--- src/rtl/ln_norm_pkg.sv ---
// Shared types and defaults for the current-linearizer / voltage-normalizer sequencer.
package ln_norm_pkg;

  localparam int unsigned DefP      = 32;
  localparam int unsigned DefTmoW   = 12;
  localparam int unsigned DefTmoMax = 4000;

  typedef enum logic [2:0] {
    StIdle  = 3'd0,
    StClr   = 3'd1,
    StStart = 3'd2,
    StWait  = 3'd3,
    StDone  = 3'd4,
    StErr   = 3'd5
  } seq_state_e;

  function automatic logic [15:0] sat_inc16(input logic [15:0] v);
    return (v == 16'hFFFF) ? v : v + 16'd1;
  endfunction

endpackage

--- src/rtl/ln_seq_watchdog.sv ---
// Loadable watchdog counter: clear has priority over load, load over count.
// expired_o is high while the count equals Limit; the count holds there.
module ln_seq_watchdog #(
  parameter int unsigned Width = 12,
  parameter int unsigned Limit = 4000
) (
  input  logic             clk_i,
  input  logic             rst_ni,
  input  logic             clr_i,
  input  logic             load_i,
  input  logic [Width-1:0] load_val_i,
  input  logic             en_i,
  output logic             expired_o
);

  logic [Width-1:0] cnt_q, cnt_d;

  assign expired_o = (cnt_q == Width'(Limit));

  always_comb begin
    cnt_d = cnt_q;
    if (clr_i) begin
      cnt_d = '0;
    end else if (load_i) begin
      cnt_d = load_val_i;
    end else if (en_i && !expired_o) begin
      cnt_d = cnt_q + Width'(1);
    end
  end

  always_ff @(posedge clk_i or negedge rst_ni) begin
    if (!rst_ni) begin
      cnt_q <= '0;
    end else begin
      cnt_q <= cnt_d;
    end
  end

endmodule

--- src/rtl/ln_norm_sequencer.sv ---
// Sequencer for the I/V conversion chains: accept, reset, start, wait for both ACKs, report.
// Optional statistics counters are built when LN_SEQ_STATS_EN is defined.
module ln_norm_sequencer
  import ln_norm_pkg::*;
#(
  parameter int unsigned P       = DefP,
  parameter int unsigned TMO_W   = DefTmoW,
  parameter int unsigned TMO_MAX = DefTmoMax
) (
  input  logic         CLK,
  input  logic         RST_N,
`ifdef LN_SEQ_STATS_EN
  output logic [15:0]  SAMPLE_CNT,
  output logic [15:0]  TMO_CNT,
`endif
  input  logic         SAMPLE_VALID,
  output logic         SAMPLE_READY,
  input  logic [P-1:0] I_IN,
  input  logic [P-1:0] V_IN,
  output logic [P-1:0] I_OUT,
  output logic [P-1:0] V_OUT,
  output logic         RST_FSM_OUT,
  output logic         BEGIN_I,
  output logic         BEGIN_V,
  input  logic         ACK_I,
  input  logic         ACK_V,
  input  logic [P-1:0] RESULT_I_IN,
  input  logic [P-1:0] RESULT_V_IN,
  output logic [P-1:0] RESULT_I,
  output logic [P-1:0] RESULT_V,
  output logic         RESULT_VALID,
  output logic         TIMEOUT,
  output logic         BUSY
);

  seq_state_e state_q, state_d;
  logic       ack_i_seen_q, ack_i_seen_d;
  logic       ack_v_seen_q, ack_v_seen_d;
  logic       retry_q, retry_d;
  logic [P-1:0] op_i_q, op_v_q, res_i_q, res_i_d, res_v_q, res_v_d;
  logic       accept;
  logic       wd_clr, wd_en, wd_expired;

  ln_seq_watchdog #(
    .Width (TMO_W),
    .Limit (TMO_MAX)
  ) u_watchdog (
    .clk_i      (CLK),
    .rst_ni     (RST_N),
    .clr_i      (wd_clr),
    .load_i     (1'b0),
    .load_val_i ({TMO_W{1'b0}}),
    .en_i       (wd_en),
    .expired_o  (wd_expired)
  );

  assign accept   = (state_q == StIdle) && SAMPLE_VALID;
  assign I_OUT    = op_i_q;
  assign V_OUT    = op_v_q;
  assign RESULT_I = res_i_q;
  assign RESULT_V = res_v_q;
  assign BUSY     = (state_q != StIdle);

  always_comb begin
    state_d      = state_q;
    ack_i_seen_d = ack_i_seen_q;
    ack_v_seen_d = ack_v_seen_q;
    retry_d      = retry_q;
    res_i_d      = res_i_q;
    res_v_d      = res_v_q;
    wd_clr       = 1'b0;
    wd_en        = 1'b0;
    SAMPLE_READY = 1'b0;
    RST_FSM_OUT  = 1'b0;
    BEGIN_I      = 1'b0;
    BEGIN_V      = 1'b0;
    RESULT_VALID = 1'b0;
    TIMEOUT      = 1'b0;
    unique case (state_q)
      StIdle: begin
        SAMPLE_READY = 1'b1;
        if (SAMPLE_VALID) begin
          retry_d = 1'b0;
          state_d = StClr;
        end
      end
      StClr: begin
        RST_FSM_OUT  = 1'b1;
        ack_i_seen_d = 1'b0;
        ack_v_seen_d = 1'b0;
        wd_clr       = 1'b1;
        state_d      = StStart;
      end
      StStart: begin
        BEGIN_I = 1'b1;
        BEGIN_V = 1'b1;
        state_d = StWait;
      end
      StWait: begin
        BEGIN_I = !ack_i_seen_q;
        BEGIN_V = !ack_v_seen_q;
        wd_en   = 1'b1;
        // Only the first ACK of a run captures; later (sticky) ACKs leave the result alone.
        if (ACK_I && !ack_i_seen_q) begin
          ack_i_seen_d = 1'b1;
          res_i_d      = RESULT_I_IN;
        end
        if (ACK_V && !ack_v_seen_q) begin
          ack_v_seen_d = 1'b1;
          res_v_d      = RESULT_V_IN;
        end
        if (ack_i_seen_d && ack_v_seen_d) begin
          state_d = StDone;
        end else if (wd_expired) begin
          state_d = StErr;
        end
      end
      StDone: begin
        RESULT_VALID = 1'b1;
        state_d      = StIdle;
      end
      StErr: begin
        TIMEOUT = 1'b1;
        if (retry_q) begin
          state_d = StIdle;
        end else begin
          retry_d = 1'b1;
          state_d = StClr;
        end
      end
      default: state_d = StIdle;
    endcase
  end

  always_ff @(posedge CLK or negedge RST_N) begin
    if (!RST_N) begin
      state_q      <= StIdle;
      ack_i_seen_q <= 1'b0;
      ack_v_seen_q <= 1'b0;
      retry_q      <= 1'b0;
      op_i_q       <= '0;
      op_v_q       <= '0;
      res_i_q      <= '0;
      res_v_q      <= '0;
    end else begin
      state_q      <= state_d;
      ack_i_seen_q <= ack_i_seen_d;
      ack_v_seen_q <= ack_v_seen_d;
      retry_q      <= retry_d;
      res_i_q      <= res_i_d;
      res_v_q      <= res_v_d;
      if (accept) begin
        op_i_q <= I_IN;
        op_v_q <= V_IN;
      end
    end
  end

`ifdef LN_SEQ_STATS_EN
  logic [15:0] sample_cnt_q, tmo_cnt_q;

  always_ff @(posedge CLK or negedge RST_N) begin
    if (!RST_N) begin
      sample_cnt_q <= 16'd0;
      tmo_cnt_q    <= 16'd0;
    end else begin
      if (state_q == StDone) sample_cnt_q <= sat_inc16(sample_cnt_q);
      if (state_q == StErr)  tmo_cnt_q    <= sat_inc16(tmo_cnt_q);
    end
  end

  assign SAMPLE_CNT = sample_cnt_q;
  assign TMO_CNT    = tmo_cnt_q;
`else
  // Statistics counters are not built.
`endif

endmodule

--- config.mk ---
export PLATFORM = sky130hd
export DESIGN_NAME = ln_norm_sequencer
export DESIGN_NICKNAME = d
export VERILOG_FILES = /design/src/rtl/ln_norm_pkg.sv /design/src/rtl/ln_seq_watchdog.sv /design/src/rtl/ln_norm_sequencer.sv
export SDC_FILE = /design/constraint.sdc
export NUM_CORES = 1
export LEC_CHECK = 0
export BUFFER_PORTS_ARGS = -buffer_cell sky130_fd_sc_hd__buf_2
export CORE_ASPECT_RATIO = 2
export CORE_MARGIN = 5
export CORE_UTILIZATION = 49
export CTS_BUF_LIST = sky130_fd_sc_hd__clkbuf_8
export CTS_CLUSTER_SIZE = 28
export DETAILED_ROUTE_END_ITERATION = 7
export GPL_ROUTABILITY_DRIVEN = 1
export PLACE_DENSITY = 0.9
export SETUP_SLACK_MARGIN = 0.1
export SLEW_MARGIN = 20
export SYNTH_ARGS = -nofsm -noshare
export SYNTH_HDL_FRONTEND = slang
export SYNTH_HIERARCHICAL = 1
export SYNTH_SLANG_ARGS = --single-unit
--- constraint.sdc ---
create_clock -name CLK -period 2.4 [get_ports CLK]
set_input_delay 0.12 -clock CLK [delete_from_list [all_inputs] [get_ports CLK]]
set_output_delay 0.12 -clock CLK [all_outputs]
set_load 0.01 [all_outputs]
---- Word-level counts from Yosys, hierarchy flattened ----
Cells that the tools add are included.
storage, ports and cells
  bits in registers ....................... 146
  latch bits .............................. 0
  memory bits (writable) .................. 0
  bits in read-only memories .............. 0
  logic and storage cells ................. 57
  memories ................................ 0
cells by class
  add/subtract/negate cells ............... 1
  $mul .................................... 0
  div/mod/pow operators ................... 0
  $lt $le $gt $ge ......................... 0
  equal/unequal tests ..................... 8
  shift-type cells ........................ 0
  multiplexer cells ....................... 22
  bitwise operators ....................... 0
  reduce and logical (&&, ||, !) cells .... 17
operator list
  cell                                                                      count
  12-bit two-way mux                                                        2
  3-bit case mux with 5 select lines                                        1
  12-bit by 1-bit adder with 12-bit output (second input constant)          1
  12-bit == test (second input constant)                                    1
  1-bit two-way mux                                                         11
  1-bit case mux with 2 select lines                                        5
  3-bit two-way mux                                                         3
  2-bit AND reduction                                                       4
  3-bit by 2-bit == test with 1-bit output (second input constant)          2
  3-bit == test (second input constant)                                     2
  2-bit nonzero test                                                        3
  1-bit logical AND                                                         5
  3-bit by 1-bit == test with 1-bit output (second input constant)          1
  1-bit logical NOT                                                         3
  3-bit logical NOT                                                         1
  3-bit by 2-bit inequality test with 1-bit output (second input constant)  1
  3-bit nonzero test                                                        1
  2-bit inequality test (second input constant)                             1

---- Longest topological paths before layout ----
  depth after elaboration ................. 7
  mapped depth ............................ 7

---- By module ----
The synthesis kept the hierarchy.
by module, submodules not included
  module             times used  cells an instance  area an instance (um2)
  ln_norm_sequencer  1           308                5,126.2
  ln_seq_watchdog    1           95                 832.0

---- Worst setup path after synthesis ----
OpenSTA, ideal clock, no wires.
  kind .................................... register to register
  start ................................... register state_q[0]
  end ..................................... register u_watchdog.cnt_q[0]
  library setup time ...................... 0.136 ns
  arrival time ............................ 1.811 ns
  data required time ...................... 2.264 ns
  setup slack ............................. 0.453 ns
  stages on the path, launching flop included .. 8
  period minus slack after synthesis ...... 1.947 ns
  cell sequence ........................... dfrtp_1 -> buf_4 -> nor2b_1 -> nor2b_1 -> clkbuf_1 -> nor2_1 -> a32oi_1 -> o211ai_1
RTL lines
  what                                                             line                      text
  from (decl)                                                      ln_norm_sequencer.sv:36   seq_state_e state_q, state_d;
  from (signal assigned)                                           ln_norm_sequencer.sv:137  state_q <= StIdle;
  from (signal assigned)                                           ln_norm_sequencer.sv:146  state_q <= state_d;
  3-bit by 1-bit == test with 1-bit output (*)                     --
  1-bit two-way mux (*)                                            --
  via RST_FSM_OUT                                                  ln_norm_sequencer.sv:22   output logic RST_FSM_OUT,
  12-bit two-way mux / 2-bit nonzero test (equally long branches)  --
  to (signal assigned)                                             ln_seq_watchdog.sv:35     cnt_q <= cnt_d;
  to (decl)                                                        ln_seq_watchdog.sv:16     logic [Width-1:0] cnt_q, cnt_d;
The timed path passes the listed nets; every way through them passes the cells marked *.
A chain may end at the register's enable or synchronous reset.

---- Worst setup path after layout ----
  start ................................... register state_q[0]
  end ..................................... register u_watchdog.cnt_q[5]
between the ends
  longest elaborated chain between the ends .. 4
ends and longest elaborated chain
  what                                      line                     text
  3-bit by 2-bit == test with 1-bit output  ln_norm_sequencer.sv:79  unique case (state_q)
  1-bit two-way mux                         ln_norm_sequencer.sv:79
  via wd_en                                 ln_norm_sequencer.sv:42  logic wd_clr, wd_en, wd_expired;
  1-bit logical AND                         ln_seq_watchdog.sv:26    end else if (en_i && !expired_o) begin
  2-bit nonzero test (no source line)       --
The timed path passes the listed nets, and every way through them passes these cells.

==> results.sh <==
export IMPL_ys_flop_type="dfrtp_1"
export IMPL_rr_worst_depth=6
export IMPL_setup_worst_path_end="u_watchdog/cnt_q[5]"
export IMPL_h_tree_depth=4
export IMPL_die_area_mm2=0.01460
export IMPL_via_count=5181
export IMPL_ant_nets=0
export IMPL_grt_max_degree=68
export IMPL_grt_pass1_wl_um=32290
export IMPL_gp_congestion=0.8276
export IMPL_synth_warning_count=6
export IMPL_synth_edf_count=0
export IMPL_cp_end_kind="register"
export IMPL_totalPowerFinal_mw=11.47
export IMPL_wirelength_met1_um=6789
export IMPL_port_buffers=267
export IMPL_drt_iter0_markers=260
export IMPL_final_common_cell="buf_2"
export IMPL_synth_seq_cells=146
export IMPL_row_count=57
export IMPL_final_hold_violation_count=0
export IMPL_clkTransAtPathRegs_ps=80
export IMPL_dp_hpwl_um=12580
export IMPL_fmax_mhz=480.6
export IMPL_cts_buffer_depth=2
export IMPL_syn_cell_area_mm2=0.005958
export IMPL_setup_tns_final_ps=0
export IMPL_rsz0062_at_grt="false"
export IMPL_antenna_found_initial=3
export IMPL_num_fill_cells=646
export IMPL_holdCritPathClass="in2reg"
export IMPL_start_kind="register"
export IMPL_core_mm2=0.01205
export IMPL_finalSetupViolCount=0
export IMPL_critical_path_class="reg2reg"
export IMPL_ys_types=44
export IMPL_netlist_instances=403
export IMPL_io_pins=268
export IMPL_regToRegEndpoint="u_watchdog/cnt_q[5]"
export IMPL_worstPathRequired_ps=2710
export IMPL_fin_nets=960
export IMPL_cap_violations=0
export IMPL_cts_sinks=146
export IMPL_hold_slack_ps=190.0
export IMPL_p_leak_nw=4.418
export IMPL_area_delta_synth_final_pct=55.12
export IMPL_slew_violations=0
export IMPL_cts_buffers=17
export IMPL_syn_area_per_cell_um2=14.78
export IMPL_critPathLaunch="state_q[0]"
export IMPL_start_util=0.4943
export IMPL_grt_pass1_vias=5817
export IMPL_power_density_mw_per_mm2=1241
export IMPL_regToRegStartpoint="state_q[0]"
export IMPL_drt_total_wl_um=21180
export IMPL_wl_met2_um=11740
export IMPL_seq_area_frac_synth=0.6132
export IMPL_drc=0
export IMPL_drive_above_1_share=0.5263
export IMPL_cts_root_buf="clkbuf_8"
export IMPL_cts_resized=0
export IMPL_clkLatencyLatePin_ps=440
export IMPL_detail_route_vias_per_cell=5.244
export IMPL_grt_overflow=0
export IMPL_die_w_um=87.98
export IMPL_postCtsHoldBufs=131
export IMPL_cp_data_arrival_time_ps=2390
export IMPL_reg2reg_slack_ps=320
export IMPL_status="finished clean"
export IMPL_met3WireLength_um=1635
export IMPL_ir_worst_vdd_mv=1.009
export IMPL_highest_layer="met5"
export IMPL_cts_setup_buffers=0
export IMPL_crit_fanout=9
export IMPL_first_pass_iters=4
export IMPL_synthArstFlopShare=1.000
export IMPL_post_drt_wl_per_cell_um=21.44
export IMPL_grt_usage=0.2913
export IMPL_fin_skew_ps=25.09
export IMPL_cts_tree="done"
export IMPL_post_route_period_util=0.8670
export IMPL_fin_crit_ps=2081
export IMPL_die_h_um=165.9
export IMPL_layout_common_cells="buf_2 (266), dfrtp_1 (146), dlygate4sd3_1 (131)"
-- worst min-delay path by stage --
stage	startpoint	end	slack, ps	depth (start not counted)
finish	SAMPLE_VALID	state_q[0]	190	4
global route	SAMPLE_VALID	state_q[0]	200	4
CTS	SAMPLE_VALID	state_q[0]	160	4
detailed placement	RST_N	V_OUT[19]	110	1
global placement	RST_N	V_OUT[19]	100	1
floorplan	RST_N	I_OUT[0]	-180	0
-- per-stage QoR --
| stage | worst slack, ps | utilization | cells | cell area, µm² |
|---|---|---|---|---|
| after floorplan | 452.7 | - | 418 | 6015 |
| after global placement | 533.8 | 0.6225 | 822 | 7503 |
| after detailed placement | 354.0 | 0.6225 | 822 | 7503 |
| after CTS | 319.9 | 0.7662 | 985 | 9235 |
| after global routing | 162.1 | 0.7666 | 987 | 9240 |
| final | 319.2 | 0.7668 | 988 | 9243 |
-- power by group --
part / internal [mW] / switching (mW) / total, mW / leakage [nW]
sequential: 3.71 / 0.942 / 4.65 / 1.74
combinational: 2.36 / 2.39 / 4.75 / 2.46
clock: 0.978 / 1.09 / 2.07 / 0.212
total: 7.05 / 4.42 / 11.5 / 4.42
-- critical path, cell delays in order, from the launching register on --
cell and delay (ps):
dfrtp_1 440, buf_4 180, nand3b_4 110, inv_1 240, nand4_2 270, or3_1 420, a311oi_1 320
-- registers in the layout (all words and copies together) (netlist names) --
signal,cells
ack_i_seen_q,1
V_OUT,32
RESULT_I,32
I_OUT,32
u_watchdog/cnt_q,12
RESULT_V,32
ack_v_seen_q,1
retry_q,1
state_q,3
-- cells by family (layout without fill, tap and decap cells) --
family | count (synthesis) | count (layout) | share of synthesized area
xor gates and xnor gates | 2 | 2 | 0.002940
DFF | 146 | 146 | 0.6132
muxes | 128 | 128 | 0.2419
buffers and inverters | 28 | 448 | 0.02772
adders and majority gates | 2 | 2 | 0.004199
AOI/OAI and AO/OA | 39 | 39 | 0.04389
and+or+nand+nor | 57 | 57 | 0.06552
other | 1 | 19 | 0.0006294
-- cell usage after synthesis (2+ instances only) --
cell type / instances / share of area
nand4bb_1: 2 / 0.0038
a311oi_1: 3 / 0.0044
or4_1: 4 / 0.0050
mux2_1: 2 / 0.0038
nand2b_1: 2 / 0.0021
xor2_1: 2 / 0.0029
a31oi_1: 3 / 0.0032
buf_6: 3 / 0.0057
nor3b_4: 2 / 0.0063
o22ai_1: 2 / 0.0021
a211oi_1: 2 / 0.0025
buf_2: 3 / 0.0025
nor3b_1: 2 / 0.0025
o211ai_1: 5 / 0.0063
and2_1: 2 / 0.0021
ha_1: 2 / 0.0042
dfrtp_1: 146 / 0.61
nor2_1: 9 / 0.0057
nand4_1: 4 / 0.0042
a32oi_1: 3 / 0.0044
o31ai_1: 2 / 0.0025
a21oi_1: 8 / 0.0067
inv_1: 10 / 0.0063
buf_4: 9 / 0.011
clkbuf_1: 3 / 0.0019
nand3_1: 4 / 0.0034
o21ai_0: 7 / 0.0059
nand2_1: 5 / 0.0032
nor2b_1: 5 / 0.0052
or3_1: 8 / 0.0084
mux2_2: 126 / 0.24
-- layout make-up --
class | instances | area [µm²] | share of cell area
sequential | 146 | 3654 | 0.3953
timing repair buffer | 406 | 2739 | 0.2963
tap | 147 | 183.9 | 0.01990
clock buffer | 17 | 234.0 | 0.02531
multi-input combinational | 244 | 2201 | 0.2381
clock inverter | 15 | 186.4 | 0.02017
inverter | 10 | 37.54 | 0.004061
antenna | 3 | 7.507 | 0.0008122
-- metal layers --
layer  vias up  global-route usage
met3        71             0.06753
met1      2554              0.2983
li1       2298                   -
met5         -                   0
met2       256              0.5243
met4         2              0.1576
(Power assumes the default switching activity.)
